## src/rtl/btn_pkg.sv

```systemverilog
// Shared constants and channel state type for the push-button conditioner.
// Index names match the operand/opcode load selector bit order.
package btn_pkg;

  localparam int NB_BTN_DEF          = 3;
  localparam int DEBOUNCE_CYCLES_DEF = 4;
  localparam int DEBOUNCE_CYCLES_HW  = 1_000_000;  // 10 ms at 100 MHz
  localparam int NB_CNT_DEF          = 20;

  localparam int BTN_LOAD_A  = 0;
  localparam int BTN_LOAD_B  = 1;
  localparam int BTN_LOAD_OP = 2;

  typedef enum logic [1:0] {
    CH_RELEASED     = 2'd0,
    CH_PRESS_WAIT   = 2'd1,
    CH_PRESSED      = 2'd2,
    CH_RELEASE_WAIT = 2'd3
  } ch_state_t;

  // Debounced level is high in both pressed-side states.
  function automatic logic ch_level(input ch_state_t st);
    return (st == CH_PRESSED) || (st == CH_RELEASE_WAIT);
  endfunction

endpackage

```

## src/rtl/btn_debounce_ch.sv

```systemverilog
// One button channel: two-flop synchroniser, stability counter and level register.
// The channel state is the (level, counter) pair, decoded onto the state output.
module btn_debounce_ch
  import btn_pkg::*;
#(
  parameter int DEBOUNCE_CYCLES = DEBOUNCE_CYCLES_DEF,
  parameter int NB_CNT          = NB_CNT_DEF
) (
  input  logic      clk,
  input  logic      rst,
  input  logic      raw,
  output ch_state_t state
);

  localparam logic [NB_CNT-1:0] ACCEPT = NB_CNT'(DEBOUNCE_CYCLES - 1);

  logic              sync1;
  logic              sync2;
  logic              level;
  logic              level_n;
  logic [NB_CNT-1:0] cnt;
  logic [NB_CNT-1:0] cnt_n;

  always_ff @(posedge clk or posedge rst) begin
    if (rst) begin
      sync1 <= 1'b0;
      sync2 <= 1'b0;
      level <= 1'b0;
      cnt   <= '0;
    end else begin
      sync1 <= raw;
      sync2 <= sync1;
      level <= level_n;
      cnt   <= cnt_n;
    end
  end

  // Any sample matching the current level clears the count, so a bounce restarts it.
  always_comb begin
    level_n = level;
    cnt_n   = '0;
    if (sync2 != level) begin
      if (cnt == ACCEPT) begin
        level_n = sync2;
      end else begin
        cnt_n = cnt + NB_CNT'(1);
      end
    end
  end

  always_comb begin
    state = CH_RELEASED;
    unique case ({level, (cnt != '0)})
      2'b00:   state = CH_RELEASED;
      2'b01:   state = CH_PRESS_WAIT;
      2'b10:   state = CH_PRESSED;
      default: state = CH_RELEASE_WAIT;
    endcase
  end

endmodule

```

## src/rtl/btn_debounce_pulse.sv

```systemverilog
// Debounces each raw button and emits a registered one-cycle press pulse.
// Simultaneous accepts keep only the lowest index; the others are dropped.
module btn_debounce_pulse
  import btn_pkg::*;
#(
  parameter int NB_BTN          = NB_BTN_DEF,
  parameter int DEBOUNCE_CYCLES = DEBOUNCE_CYCLES_DEF,
  parameter int NB_CNT          = NB_CNT_DEF
) (
  input  logic              i_clk,
  input  logic              i_rst,
  input  logic [NB_BTN-1:0] i_bnt,
  output logic [NB_BTN-1:0] o_bnt,
  output logic [NB_BTN-1:0] o_level
);

  ch_state_t         ch_state [NB_BTN];
  logic [NB_BTN-1:0] level;
  logic [NB_BTN-1:0] level_d;
  logic [NB_BTN-1:0] rise;
  logic [NB_BTN-1:0] pick;

  for (genvar gi = 0; gi < NB_BTN; gi++) begin : g_ch
    btn_debounce_ch #(
      .DEBOUNCE_CYCLES(DEBOUNCE_CYCLES),
      .NB_CNT         (NB_CNT)
    ) u_ch (
      .clk  (i_clk),
      .rst  (i_rst),
      .raw  (i_bnt[gi]),
      .state(ch_state[gi])
    );
    assign level[gi] = ch_level(ch_state[gi]);
  end

  assign rise    = level & ~level_d;
  // Isolate the lowest set bit of rise.
  assign pick    = rise & (~rise + NB_BTN'(1));
  assign o_level = level;

  always_ff @(posedge i_clk or posedge i_rst) begin
    if (i_rst) begin
      level_d <= '0;
      o_bnt   <= '0;
    end else begin
      level_d <= level;
      o_bnt   <= pick;
    end
  end

endmodule

```

## config.mk

```make
export PLATFORM = sky130hd
export DESIGN_NAME = btn_debounce_pulse
export DESIGN_NICKNAME = d
export VERILOG_FILES = /design/src/rtl/btn_pkg.sv /design/src/rtl/btn_debounce_ch.sv /design/src/rtl/btn_debounce_pulse.sv
export SDC_FILE = /design/constraint.sdc
export NUM_CORES = 1
export LEC_CHECK = 0
export BUFFER_PORTS_ARGS = -buffer_cell sky130_fd_sc_hd__buf_2
export CAP_MARGIN = 0
export CORE_ASPECT_RATIO = 1.4
export CORE_MARGIN = 2
export CORE_UTILIZATION = 35
export CTS_CLUSTER_SIZE = 30
export DETAILED_ROUTE_END_ITERATION = 12
export SETUP_SLACK_MARGIN = 0.05
export SYNTH_ARGS = -nofsm -noshare
export SYNTH_HDL_FRONTEND = slang
export SYNTH_SLANG_ARGS = --single-unit
```

## constraint.sdc

```tcl
create_clock -name i_clk -period 2.96 [get_ports i_clk]
set_clock_uncertainty 0.2 [all_clocks]
set_input_delay 0.592 -clock i_clk [delete_from_list [all_inputs] [get_ports i_clk]]
set_output_delay 0.592 -clock i_clk [all_outputs]
set_load 0.05 [all_outputs]
```

# --- Word-level counts from Yosys, hierarchy flattened ---
# Index checks and enable logic that the tools add are counted.
op_classes:
  n_addsub: 4
  bitwise_logic: 4
  eq_ne: 18
  n_reduce_logical: 12
  muxes: 9
ops:
  columns: ["op", "n"]
  rows:
  - ["20-bit 2-to-1 mux", 6]
  - ["20-bit by 1-bit adder with 20-bit output (second input constant)", 3]
  - ["20-bit by 2-bit equality test with 1-bit output (second input constant)", 3]
  - ["20-bit nonzero test", 3]
  - ["2-bit equality test (second input constant)", 9]
  - ["2-bit case mux with 3 select lines", 3]
  - ["3-bit AND", 2]
  - ["2-bit by 1-bit equality test with 1-bit output (second input constant)", 3]
  - ["2-bit zero test", 3]
  - ["3-bit NOT", 2]
  - ["2-bit AND reduction", 3]
  - ["3-bit by 1-bit adder with 3-bit output (second input constant)", 1]
  - ["1-bit logical OR", 3]
  - ["1-bit != test", 3]
word_totals:
  out_inout_bits: 6
  ff_bits: 75
  wordCells: 61
  inputBits: 5

# --- Longest topological paths before layout ---
depth:
  ltp_word: 9
  mapped_depth: 6
  mapped_depth_nobuf: 5

# --- Cells and area by module ---
# Synthesis repeated with hierarchy kept, for this count alone.
hier_totals:
  cells_unflattened: 380
  hier_area_um2: 3719.8
by_module_without_submodules:
  columns: ["module", "cells_per_inst", "area_per_inst_um2", "instances", "seq_area_each_um2"]
  rows:
  - ["btn_debounce_ch", 122, 1171.1, 3, 575.6]
  - ["btn_debounce_pulse", 14, 206.4, 1, 150.1]

# --- Worst setup path after synthesis ---
# No wires, ideal clock.
synth_timing:
  path_type: "register to register"
  startpoint: "register g_ch[2].u_ch.cnt[0]"
  endpoint: "register g_ch[2].u_ch.cnt[10]"
  n_path_buf: 1
  required_time_ns: 2.641
  path_stages_with_launch: 7
  path_slack_ns: 0.980
  setup_time_ns: 0.119
  arrival_time_ns: 1.661
  synth_period_minus_slack_ns: 1.980
  cell_sequence: "dfrtp_1 ha_1 nor4b_1 nand4_1 o41ai_4 buf_6 nor2_1"
synth_via:
  elab_chain_len: 3
  word_cells_on_any_way: 4
  cone_classes: "add/sub (1); eq/ne (1); mux (2)"
synth_lines:
  columns: ["item", "line_no", "rtl"]
  rows:
  - ["start: declaration", "btn_debounce_ch.sv:21", "logic [NB_CNT-1:0] cnt;"]
  - ["start signal: assignment", "btn_debounce_ch.sv:34", "cnt <= cnt_n;"]
  - ["20-bit by 1-bit adder with 20-bit output or 20-bit by 2-bit equality test with 1-bit output (tied branches)", "btn_debounce_ch.sv:46, btn_debounce_ch.sv:43", null]
  - ["20-bit 2-to-1 mux *", "btn_debounce_ch.sv:43", "if (cnt == ACCEPT) begin"]
  - ["20-bit 2-to-1 mux *", "btn_debounce_ch.sv:42", "if (sync2 != level) begin"]
  - ["net g_ch[2].u_ch.cnt_n[10]", "btn_debounce_ch.sv:22", "logic [NB_CNT-1:0] cnt_n;"]
# The timed path passes the listed nets; every way through them passes the cells marked *.
# A chain may end at the register's enable or synchronous reset.

# --- Worst setup path after layout ---
layout_timing:
  startpoint: "register g_ch[2].u_ch.cnt[0]"
  endpoint: "register g_ch[2].u_ch.cnt[15]"
# The elaborated chain is that of the path after synthesis.

==> results.py <==
metrics = {
    "logic_synthesis": {
        "synth_nets": 372,
        "yosysSeqAreaShare_pct": 51.3,
        "yosys.area.top_type": "dfrtp_1",
        "yosys_warnings": 0,
        "syn-cell-area_mm2": 0.00366,
        "async_reset_ff_share_pct": 100,
        "ys_types": 33,
        "syn-instance-count": 358,
        "synth_common_cells": "dfrtp_1, nor2_1, nand4_1, xnor2_1, xor2_1",
        "yosysTopAreaCellShare_pct": 51.3,
        "ys_ff_latch": 75,
        "synth_edf_count": 0,
        "yosys_most_used_dff": "dfrtp_1",
        "synthTopCellsByArea": "dfrtp_1, xnor2_1, nor2_1",
        "synth.most_common_cell": "dfrtp_1",
        "avgSynthCellArea_um2": 10.2,
    },
    "drt": {
        "ant_nets": 0,
        "drc": 0,
        "drt_first_iter_violations": 113,
        "wl_per_cell_um": 13.2,
        "routed_wl_um": 6740,
        "drt-pass1-iter-count": 4,
        "avgViaCountPerCell": 5.03,
        "vias": 2564,
    },
    "worst_setup_path": {
        "cp_max_fo": 18,
        "reg2reg_to": "g_ch[2].u_ch.cnt[15]",
        "startpoint_type": "flip-flop",
        "r2r_start": "g_ch[2].u_ch.cnt[0]",
        "startpoint": "g_ch[2].u_ch.cnt[0]",
        "worstSetupPathType": "reg2reg",
        "reg2reg_slack_ns": 0.92,
        "cp.required_ns": 2.97,
        "cp-end-kind": "flip-flop",
        "slowest_stage": "dfrtp_1",
        "slowest_delay_ns": 0.46,
        "path_cells": "ha_1 > nor4b_1 > nand4_1 > o41ai_4 > buf_4 > nor2_1",
        "r2r.worst_path.cells": 6,
        "critPathArrivalTime_ns": 2.04,
    },
    "floorplan": {
        "initial_utilization_pct": 35.5,
        "rows": 44,
        "io-pin-count": 11,
        "core_mm2": 0.0103,
        "die_x_um": 90.4,
        "die-height_um": 125,
        "dieArea_mm2": 0.0113,
    },
    "layout": {
        "final_nets": 382,
        "drive_gt1_share_pct": 12.6,
        "diodes": 0,
        "fill_cells": 1001,
        "fin_util_pct": 40.5,
        "area_delta_synth_final_pct": 14.0,
    },
    "clock_tree": {
        "cts_buffer_depth": 2,
        "post-cts-setup-buffer-count": 0,
        "clkSlewWorstSetupHoldPaths_ns": 0.06,
        "cts_root_buf": "clkbuf_16",
        "cts_buffers": 9,
        "cts-htree-levels": 3,
        "cts_tree": "yes",
        "clock_sinks": 75,
        "cts.repair.resized": 0,
        "clock_latency_ns": 0.33,
        "hold_buffers": 0,
    },
    "placement": {
        "finalWeightedCongestion": 0.813,
        "dp_hpwl_um": 4580,
        "port_buffers": 10,
    },
    "sta": {
        "rsz0062_at_grt": "false",
        "fin_crit_sh_pct": 68.8,
        "setup_tns_ns": 0,
        "worst_pin_slew_ns": 0.561,
        "period_minus_slack_ns": 2.04,
        "drv_slew": 0,
        "setup_viol": 0,
        "whs_ns": 0.146,
        "clock.fmax_mhz": 491,
        "hold_viol_final": 0,
        "relSlewSlack_pct": 62.6,
    },
    "global_route": {
        "grt_max_degree": 44,
        "first_global_vias": 2611,
        "grt_usage_pct": 13.2,
        "grt_pass1_wl_um": 12100,
        "grt_overflow": 0,
        "antenna_found_initial": 0,
    },
    "pwr": {
        "ir_worst_vdd_mv": 0.285,
        "p_leak_nw": 1.75,
        "power_density_mw_per_mm2": 738,
        "fin_total_pwr_mw": 3.08,
    },
    "status": {
        "status": "finished, final reports clean",
    },
    "hold_path": {
        "hold_path_class": "in2async",
    },
    "run": {
        "maxCapViolCount": 0,
    },
}
[worst max-delay path by stage]
stage	to	slack, ns	cells past startpoint
global placement	g_ch[2].u_ch.level	0.96	5
floorplan	g_ch[0].u_ch.cnt[0]	0.26	1
detailed placement	g_ch[2].u_ch.level	0.94	5
global route	g_ch[2].u_ch.level	0.72	5
finish	g_ch[2].u_ch.cnt[15]	0.92	6
CTS	g_ch[2].u_ch.level	0.92	5
[cells in the final DEF, fill, tap and decap left out, drive strengths merged, types with 11 or more instances in the layout]
| cell | netlist | routed |
|---|---|---|
| xnor2 | 24 | 24 |
| nand4 | 26 | 26 |
| buf | 4 | 15 |
| xor2 | 21 | 21 |
| o21ai | 11 | 11 |
| dfrtp | 75 | 75 |
| nor2 | 57 | 57 |
| inv | 18 | 18 |
| nor4 | 20 | 20 |
| nand3 | 14 | 14 |
| nand2 | 13 | 13 |
[stage by stage]
step           std cells  setup WS (ns)  instance area [µm²]
2_1_floorplan        358          0.258                 3660
3_3_place_gp         495          0.961                 3840
3_5_place_dp         495          0.937                 3840
4_1_cts              510          0.919                 4170
5_1_grt              510          0.724                 4170
6_report             510          0.924                 4170
[worst max-delay path, delay by kind of cell, from the launching register on]
kind | cells | cell delay [ns]
fa+ha+maj | 1 | 0.20
compound gates | 1 | 0.24
buf+inv | 1 | 0.29
flops | 1 | 0.46
simple gates | 3 | 0.53
[cell families (layout without fill, tap and decap cells)]
logic type	count (synthesis)	in the layout	synth area share [%]
muxes	3	3	0.923
AOI/OAI and AO/OA	27	27	4.75
adders and majority gates	9	9	3.08
xor gates and xnor gates	45	45	10.8
DFF	75	75	51.3
and+or+nand+nor	165	165	25.2
buffers and inverters	34	48	4.00
[report_power, final]
group	switching, mW	internal [mW]
Combinational	0.426	0.186
Sequential	0.117	1.13
Clock	0.397	0.817
Total	0.940	2.14
[layout make-up]
type	instances	area [µm²]	share of cell area [%]
clock buffers	10	229	5.49
clock inverters	5	103	2.46
inverters	18	67.6	1.62
multi-input cells	249	1640	39.2
flip-flops and latches	75	1880	45.0
well taps	138	173	4.14
repair buffers	15	87.6	2.10
[sequential cells by signal (all words and copies together), names as in the netlist]
name	count
g_ch.u_ch.cnt	60
o_bnt	3
g_ch.u_ch.level	3
g_ch.u_ch.sync2	3
level_d	3
g_ch.u_ch.sync1	3
[layer usage]
metal	track usage (%)	vias up	wire length, µm
met1	15.8	1258	3060
met2	22.2	33	3370
met3	3.61	7	187
met5	0	-	0
li1	-	1266	-
met4	5.70	0	122
No activity file was read; power rests on OpenSTA's default activity.
